`config.mk`:
```
export PLATFORM = sky130hd
export DESIGN_NAME = cram_soc_lite
export DESIGN_NICKNAME = d
export VERILOG_FILES = /design/src/rtl/cram_soc_lite.sv
export SDC_FILE = /design/constraint.sdc
export NUM_CORES = 1
export LEC_CHECK = 0
export BUFFER_PORTS_ARGS = -buffer_cell sky130_fd_sc_hd__buf_2
export CAP_MARGIN = 10
export CELL_PAD_IN_SITES_DETAIL_PLACEMENT = 0
export CELL_PAD_IN_SITES_GLOBAL_PLACEMENT = 1
export CORE_ASPECT_RATIO = 0.75
export CORE_UTILIZATION = 46
export DETAILED_ROUTE_END_ITERATION = 16
export GPL_ROUTABILITY_DRIVEN = 0
export PLACE_DENSITY = 0.76
export SETUP_SLACK_MARGIN = 0.1
export SYNTH_ARGS = -nofsm -noshare
export SYNTH_HDL_FRONTEND = slang
export SYNTH_SLANG_ARGS = --single-unit
```
`constraint.sdc`:
```
create_clock -name clk12 -period 2.6 [get_ports clk12]
set_input_delay 0.26 -clock clk12 [delete_from_list [all_inputs] [get_ports clk12]]
set_output_delay 0.26 -clock clk12 [all_outputs]
set_load 0.01 [all_outputs]
```
`src/rtl/cram_soc_lite.sv`:
```
`timescale 1ns/1ps
// cram_soc_lite: minimal simulation SoC shell. Latches a boot vector at reset,
// announces it on the UART, refreshes a Sharp-style memory LCD over 3-wire SPI,
// offers a bypass-only JTAG path and raises run status flags for the CI bench.
module cram_soc_lite #(
    parameter logic [31:0] DEFAULT_RESET_VECTOR = 32'h8000_0000,
    parameter int          CLKS_PER_BIT         = 104,
    parameter int          SPI_DIV              = 6,
    parameter int          LPCLK_FRAMES         = 4
) (
    input  logic        clk12,
    input  logic        reset,
    input  logic        lpclk,
    input  logic        jtag_cpu_tck,
    input  logic        jtag_cpu_tms,
    input  logic        jtag_cpu_tdi,
    input  logic        jtag_cpu_trst,
    output logic        jtag_cpu_tdo,
    input  logic        serial_rx,
    output logic        serial_tx,
    output logic        lcd_sclk,
    output logic        lcd_si,
    output logic        lcd_scs,
    input  logic [31:0] trimming_reset,
    input  logic        trimming_reset_ena,
    output logic        sim_coreuser,
    output logic        sim_success,
    output logic        sim_done,
    output logic        sim_report
);

    localparam logic [15:0] BAUD_LAST = 16'(CLKS_PER_BIT - 1);
    localparam logic [15:0] DIV_LAST  = 16'(SPI_DIV - 1);
    localparam logic [15:0] LP_LAST   = 16'(LPCLK_FRAMES - 1);

    // Bit positions inside the synchronizer vectors
    localparam int SY_LP   = 0;
    localparam int SY_TCK  = 1;
    localparam int SY_TMS  = 2;
    localparam int SY_TDI  = 3;
    localparam int SY_TRST = 4;
    localparam int SY_RX   = 5;

    typedef enum logic [1:0] {
        S_IDLE,
        S_UART,
        S_LCD,
        S_DONE
    } state_t;

    state_t state = S_IDLE;
    state_t state_next;

    logic [5:0]  sync_q1    = 6'b100000;
    logic [5:0]  sync_q2    = 6'b100000;
    logic        lp_prev    = 1'b0;
    logic        tck_prev   = 1'b0;

    logic [31:0] vec        = DEFAULT_RESET_VECTOR;
    logic        coreuser_q = 1'b0;
    logic        done_q     = 1'b0;
    logic        success_q  = 1'b0;
    logic        report_q   = 1'b0;
    logic        rx_ok      = 1'b1;

    logic [15:0] baud_cnt   = 16'd0;
    logic [3:0]  bit_idx    = 4'd0;
    logic [1:0]  byte_idx   = 2'd0;

    logic [15:0] div_cnt    = 16'd0;
    logic [5:0]  half_idx   = 6'd0;
    logic        vcom       = 1'b0;
    logic [15:0] lp_cnt     = 16'd0;

    logic        byp        = 1'b0;
    logic        tdo_q      = 1'b0;

    logic        lp_rise;
    logic        tck_rise;
    logic        tck_fall;
    logic        uart_bit_end;
    logic        uart_byte_end;
    logic        uart_last;
    logic        lcd_half_end;
    logic        lcd_last;
    logic        refresh;
    logic [7:0]  cur_byte;
    logic [3:0]  data_pos;
    logic        tx_bit;
    logic [15:0] lcd_frame;
    logic        unused_tms;

    assign unused_tms = sync_q2[SY_TMS];

    assign lp_rise  = sync_q2[SY_LP] & ~lp_prev;
    assign tck_rise = sync_q2[SY_TCK] & ~tck_prev;
    assign tck_fall = ~sync_q2[SY_TCK] & tck_prev;

    assign uart_bit_end  = (state == S_UART) && (baud_cnt == BAUD_LAST);
    assign uart_byte_end = uart_bit_end && (bit_idx == 4'd9);
    assign uart_last     = uart_byte_end && (byte_idx == 2'd3);
    assign lcd_half_end  = (state == S_LCD) && (div_cnt == DIV_LAST);
    assign lcd_last      = lcd_half_end && (half_idx == 6'd32);
    assign refresh       = (state == S_DONE) && lp_rise && (lp_cnt == LP_LAST);

    assign lcd_frame = {1'b1, vcom, 6'b000000, 8'h00};
    assign data_pos  = bit_idx - 4'd1;

    assign sim_coreuser = coreuser_q;
    assign sim_success  = success_q;
    assign sim_done     = done_q;
    assign sim_report   = report_q;
    assign jtag_cpu_tdo = tdo_q;

    // Two-flop synchronizers for every asynchronous input plus edge history
    always_ff @(posedge clk12) begin
        sync_q1  <= {serial_rx, jtag_cpu_trst, jtag_cpu_tdi, jtag_cpu_tms, jtag_cpu_tck, lpclk};
        sync_q2  <= sync_q1;
        lp_prev  <= sync_q2[SY_LP];
        tck_prev <= sync_q2[SY_TCK];
    end

    // Boot vector and its origin are captured only while reset is held
    always_ff @(posedge clk12) begin
        if (reset) begin
            vec        <= trimming_reset_ena ? trimming_reset : DEFAULT_RESET_VECTOR;
            coreuser_q <= trimming_reset_ena;
        end
    end

    // Sequencer state register
    always_ff @(posedge clk12) begin
        if (reset) state <= S_IDLE;
        else       state <= state_next;
    end

    // Picks the byte of the boot vector currently on the wire, MSB byte first
    always_comb begin
        cur_byte = vec[31:24];
        case (byte_idx)
            2'd0:    cur_byte = vec[31:24];
            2'd1:    cur_byte = vec[23:16];
            2'd2:    cur_byte = vec[15:8];
            default: cur_byte = vec[7:0];
        endcase
        tx_bit = 1'b1;
        if (bit_idx == 4'd0)      tx_bit = 1'b0;
        else if (bit_idx < 4'd9)  tx_bit = cur_byte[data_pos[2:0]];
        else                      tx_bit = 1'b1;
    end

    // Next-state logic and pin decode; SPI lines only move inside an LCD frame
    always_comb begin
        state_next = state;
        serial_tx  = 1'b1;
        lcd_scs    = 1'b0;
        lcd_sclk   = 1'b0;
        lcd_si     = 1'b0;
        case (state)
            S_IDLE: state_next = S_UART;
            S_UART: begin
                serial_tx = tx_bit;
                if (uart_last) state_next = S_LCD;
            end
            S_LCD: begin
                lcd_scs  = 1'b1;
                lcd_sclk = half_idx[0];
                lcd_si   = ~half_idx[5] & lcd_frame[4'd15 - half_idx[4:1]];
                if (lcd_last) state_next = S_DONE;
            end
            S_DONE: begin
                if (refresh) state_next = S_LCD;
            end
            default: state_next = S_IDLE;
        endcase
    end

    // UART bit timing: baud counter, bit within frame, byte within vector
    always_ff @(posedge clk12) begin
        if (reset || state != S_UART) begin
            baud_cnt <= 16'd0;
            bit_idx  <= 4'd0;
            byte_idx <= 2'd0;
        end else if (uart_bit_end) begin
            baud_cnt <= 16'd0;
            if (bit_idx == 4'd9) begin
                bit_idx  <= 4'd0;
                byte_idx <= byte_idx + 2'd1;
            end else begin
                bit_idx <= bit_idx + 4'd1;
            end
        end else begin
            baud_cnt <= baud_cnt + 16'd1;
        end
    end

    // LCD frame timing in half-periods: 0 is CS setup, 1..31 sclk, 32 CS hold
    always_ff @(posedge clk12) begin
        if (reset || state != S_LCD) begin
            div_cnt  <= 16'd0;
            half_idx <= 6'd0;
        end else if (lcd_half_end) begin
            div_cnt  <= 16'd0;
            half_idx <= half_idx + 6'd1;
        end else begin
            div_cnt <= div_cnt + 16'd1;
        end
    end

    // VCOM alternates every frame; lpclk edges are only counted while idle in DONE
    always_ff @(posedge clk12) begin
        if (reset) begin
            vcom   <= 1'b0;
            lp_cnt <= 16'd0;
        end else begin
            if (lcd_last) vcom <= ~vcom;
            if (state == S_DONE && lp_rise) begin
                if (lp_cnt == LP_LAST) lp_cnt <= 16'd0;
                else                   lp_cnt <= lp_cnt + 16'd1;
            end
        end
    end

    // Run status: byte-complete pulse, receive-line watchdog, sticky done/success
    always_ff @(posedge clk12) begin
        if (reset) begin
            done_q    <= 1'b0;
            success_q <= 1'b0;
            report_q  <= 1'b0;
            rx_ok     <= 1'b1;
        end else begin
            report_q <= uart_byte_end;
            if (!sync_q2[SY_RX]) rx_ok <= 1'b0;
            if (lcd_last && !done_q) begin
                done_q    <= 1'b1;
                success_q <= rx_ok & sync_q2[SY_RX];
            end
        end
    end

    // One-bit JTAG bypass: capture on tck rise, shift out on tck fall
    always_ff @(posedge clk12) begin
        if (reset || sync_q2[SY_TRST]) begin
            byp   <= 1'b0;
            tdo_q <= 1'b0;
        end else begin
            if (tck_rise) byp   <= sync_q2[SY_TDI];
            if (tck_fall) tdo_q <= byp;
        end
    end

endmodule

```
==> results.md <==
- The final critical-path required period is 2620 ps.
- Counting instances in the post-synthesis netlist gives the leading cell types as sky130_fd_sc_hd__dfxtp_1, sky130_fd_sc_hd__nor2_1, sky130_fd_sc_hd__and2_1, sky130_fd_sc_hd__edfxtp_1, sky130_fd_sc_hd__xor2_1.
- Wires add up to 9.11 mm.
- The total area inside the core boundary comes to 10300 um^2.
- Setup violations remaining at the end of the flow were counted as 1.
- The number of buffers on the longest clock path is 2.
- Sequential cells were found to cover 53.4% of the synthesized design area.
- Total power for the finished layout comes to 4.34 mW.
- For this run, the leading register cell type out of synthesis is sky130_fd_sc_hd__dfxtp_1.
- The cell with the most instances after synthesis is sky130_fd_sc_hd__dfxtp_1.
- At the pin with the least slew margin, the transition time is 653 ps.
- The total of fill cells in the finished design is 884.
- For this run, the number of standard cells in the final layout without fillers is 689.
- The number of sinks on the clock net is 114.
- Of the cells placed in the final design, the portion with a size suffix greater than 1 is 21.3%.
- The area growth from synthesis to layout is 23.9%.
- Across the run, the number of max-cap violations was 0.
- The worst-skew pair later-pin latency is 410 ps.
- After layout, the worst setup slack is -17.6 ps.
- The area occupied by registers is 2630 um^2.
- Clock-pin slew was measured on the worst setup and hold paths at 60 ps.
- Entering global routing, the biggest net connects 34 pins.
- STA classifies the critical path endpoint as an output port.
- The count of flip-flops with a built-in enable after synthesis is 33.
- The top fanout value on the critical path is 12.
- The number of pins with negative max-slew slack in the final report was 0.
- The violation count after the first detailed-route iteration is 164.
- Of all flip-flops after synthesis, the portion carrying an async set or reset was 0%.
- The count of nets left with antenna violations once routing finished came out at 0.
- The first-pass GRT wire length is 16.1 mm.
- The post-route clock skew is 7.31 ps.
- The deepest level of the CTS H-tree is 4.
- The half-perimeter wire length after detailed placement is 6.31 mm.
- The number of nets in the layout is 596.
- The I/O pin count is 50.
- The number of hold-slack violations in the final timing report is 0.
- The top cell type by total area after synthesis is sky130_fd_sc_hd__dfxtp_1.
- The number of global-route vias before repair is 3452.
- The number of buffers inserted during clock tree synthesis is 17.
- Data on the critical path arrives at its endpoint at 2360 ps.
- The area occupied by multi-input gates is 2220 um^2.
- The power per standard cell area is 715 nW/um^2.
- The final reports fail on setup timing.
- The required time of the worst setup path is 2340 ps.
- The count of port buffers added during placement is 48.
- Timing analysis after detailed placement gives a worst setup slack of 58.8 ps.
- Setup repair after global routing could not meet its margin everywhere.
- The number of inserted diodes is 0.
- After routing, the total negative slack on setup checks comes to -17.6 ps.
- The master cell of the clock root buffer is sky130_fd_sc_hd__clkbuf_16.
- After synthesis the netlist holds a flip-flop and latch count of 114.
- During synthesis, Yosys emitted a total of 0 warnings.
- The mean cell area of the mapped netlist is 10.4 um^2.
- The flow ran to the end, but the final reports show violations.
- Yosys attributes the largest share of cell area to sky130_fd_sc_hd__dfxtp_1, sky130_fd_sc_hd__edfxtp_1, sky130_fd_sc_hd__nor2_1.
- The headroom to the max-slew limit is 56.1%.
- The analysis attributes to cell leakage a power of 2.26 nW.
- The final critical path takes up 101% of the cycle.
- Synthesis instantiated 54 different standard cells from the library.
- The floorplan step defined a die boundary enclosing 11100 um^2.
- Based on the critical path, the design can be clocked at up to 382 MHz.
- In this run the vertical extent of the chip is 91.3 um.
- The floorplan step set the die width to 121 um.
- The cell area that synthesis handed to floorplanning was 4890 um^2.
- After detailed routing, the number of remaining DRC violations is 0.
- The top-area cell type share of the netlist area is 33.1%.
- The final design area excluding fillers is 6060 um^2.
- Counting every instance in the synthesized netlist gives 471.
- The critical path class is reg2out.
- The number of placed instances, taps included is 647.
- Across the VDD grid, the largest voltage drop is 0.000477 V.
- When the netlist entered floorplanning its net count stood at 527.
- The average wire per standard cell is 13.2 um.
- The critical path startpoint category is a flip-flop.
- The pre-antenna-repair detailed-routing pass consisted of 4 iterations.
- The initial antenna violation count is 0.
- The all-layer global routing usage is 18.8%.
- The area after detailed placement is 5280 um^2.
- The global route total overflow is 0.
- Across all layers, the routed design uses 3415 vias.
- The cell row count is 32.
- After detailed routing, the number of vias per cell comes to 4.96.
- In this run the worst hold path is classified as in2reg.
- The effective utilization at floorplan is 47.4%.
- TritonCTS built the clock tree.
==> where the power goes <==
part / leakage, nW / switching, mW / internal [mW]
clock: 0.299 / 0.845 / 1.47
sequential: 0.979 / 0.0195 / 1.89
combinational: 0.979 / 0.0554 / 0.0621
==> metrics by stage <==
step / util, % / hold slack, ps
after floorplan: - / 288
after global placement: 51.1 / 316
after detailed placement: 51.1 / 316
after CTS: 58.7 / 99.5
after global routing: 58.7 / 105
final: 58.7 / 113
==> flip-flops by register name, indices dropped and copies added, names as in the netlist <==
register / count
baud_cnt: 16
bit_idx: 4
byp: 1
byte_idx: 2
div_cnt: 16
half_idx: 6
jtag_cpu_tdo: 1
lp_cnt: 16
lp_prev: 1
rx_ok: 1
sim_coreuser: 1
sim_done: 1
sim_report: 1
sim_success: 1
state: 2
sync_q1: 5
sync_q2: 5
tck_prev: 1
vcom: 1
vec: 32
==> kinds of logic (layout without fill, tap and decap cells) <==
group                      count (synthesis)  after routing  share of synthesized area [%]
AOI/OAI and AO/OA                         37             37                           5.42
xor gates and xnor gates                  50             50                           8.95
adders and majority gates                 15             15                           3.84
buffers and inverters                     30            112                           2.81
DFF                                      114            114                           53.4
muxes                                      9              9                           2.43
and+or+nand+nor                          216            216                           23.2
==> cells in the final DEF (no fill, tap or decap), types with 11 or more instances in the layout <==
| cell | n |
|---|---|
| sky130_fd_sc_hd__ha_1 | 11 |
| sky130_fd_sc_hd__nor3_1 | 12 |
| sky130_fd_sc_hd__xor2_1 | 27 |
| sky130_fd_sc_hd__buf_2 | 48 |
| sky130_fd_sc_hd__nor2_1 | 68 |
| sky130_fd_sc_hd__xnor2_1 | 23 |
| sky130_fd_sc_hd__edfxtp_1 | 33 |
| sky130_fd_sc_hd__nand3_1 | 19 |
| sky130_fd_sc_hd__nor4_1 | 11 |
| sky130_fd_sc_hd__buf_4 | 11 |
| sky130_fd_sc_hd__nand2_1 | 26 |
| sky130_fd_sc_hd__dfxtp_1 | 77 |
| sky130_fd_sc_hd__clkbuf_16 | 19 |
| sky130_fd_sc_hd__and2_1 | 33 |
| sky130_fd_sc_hd__inv_1 | 11 |
==> worst paths after layout <==
kind / start / to / slack, ps / cells past startpoint
hold / removal: trimming_reset[31] / vec[31] / 110 / 2
setup reg to reg: div_cnt[12] / div_cnt[7] / 500 / 5
hold reg to reg: sync_q1[1] / sync_q2[1] / 330 / 0
setup / recovery: bit_idx[0] / serial_tx / -20 / 7
==> critical path, cell delays in order, from the launching register on <==
cell and delay, ps:
sky130_fd_sc_hd__dfxtp_2 340, sky130_fd_sc_hd__buf_6 160, sky130_fd_sc_hd__mux4_2 510, sky130_fd_sc_hd__mux2_4 280
sky130_fd_sc_hd__o32a_1 200, sky130_fd_sc_hd__nor3b_2 180, sky130_fd_sc_hd__o31ai_1 110, sky130_fd_sc_hd__buf_2 160
==> per-layer routing <==
layer / vias to the layer above / GRT usage [%] / part of all wire [%]
li1: 1776 / - / -
met1: 1577 / 25.2 / 51
met2: 52 / 27.5 / 43
met3: 10 / 5.34 / 3.6
met4: 0 / 9.36 / 1.6
met5: - / 0 / 0
==> area by class of cell <==
class | count | share of cell area, %
clock inverter | 12 | 1.90
sequential | 114 | 43.3
clock buffer | 20 | 8.07
multi-input combinational | 327 | 36.6
tap | 136 | 2.81
inverter | 15 | 0.970
timing repair buffer | 65 | 6.34
==> repair_timing <==
action,CTS,global route
hold endpoints to repair,5,0
setup endpoints to repair,1,1
gates resized for setup,28,0
pin swaps,9,3
hold buffers,5,0
setup buffers,5,0
No activity file was read; power rests on OpenSTA's default activity.
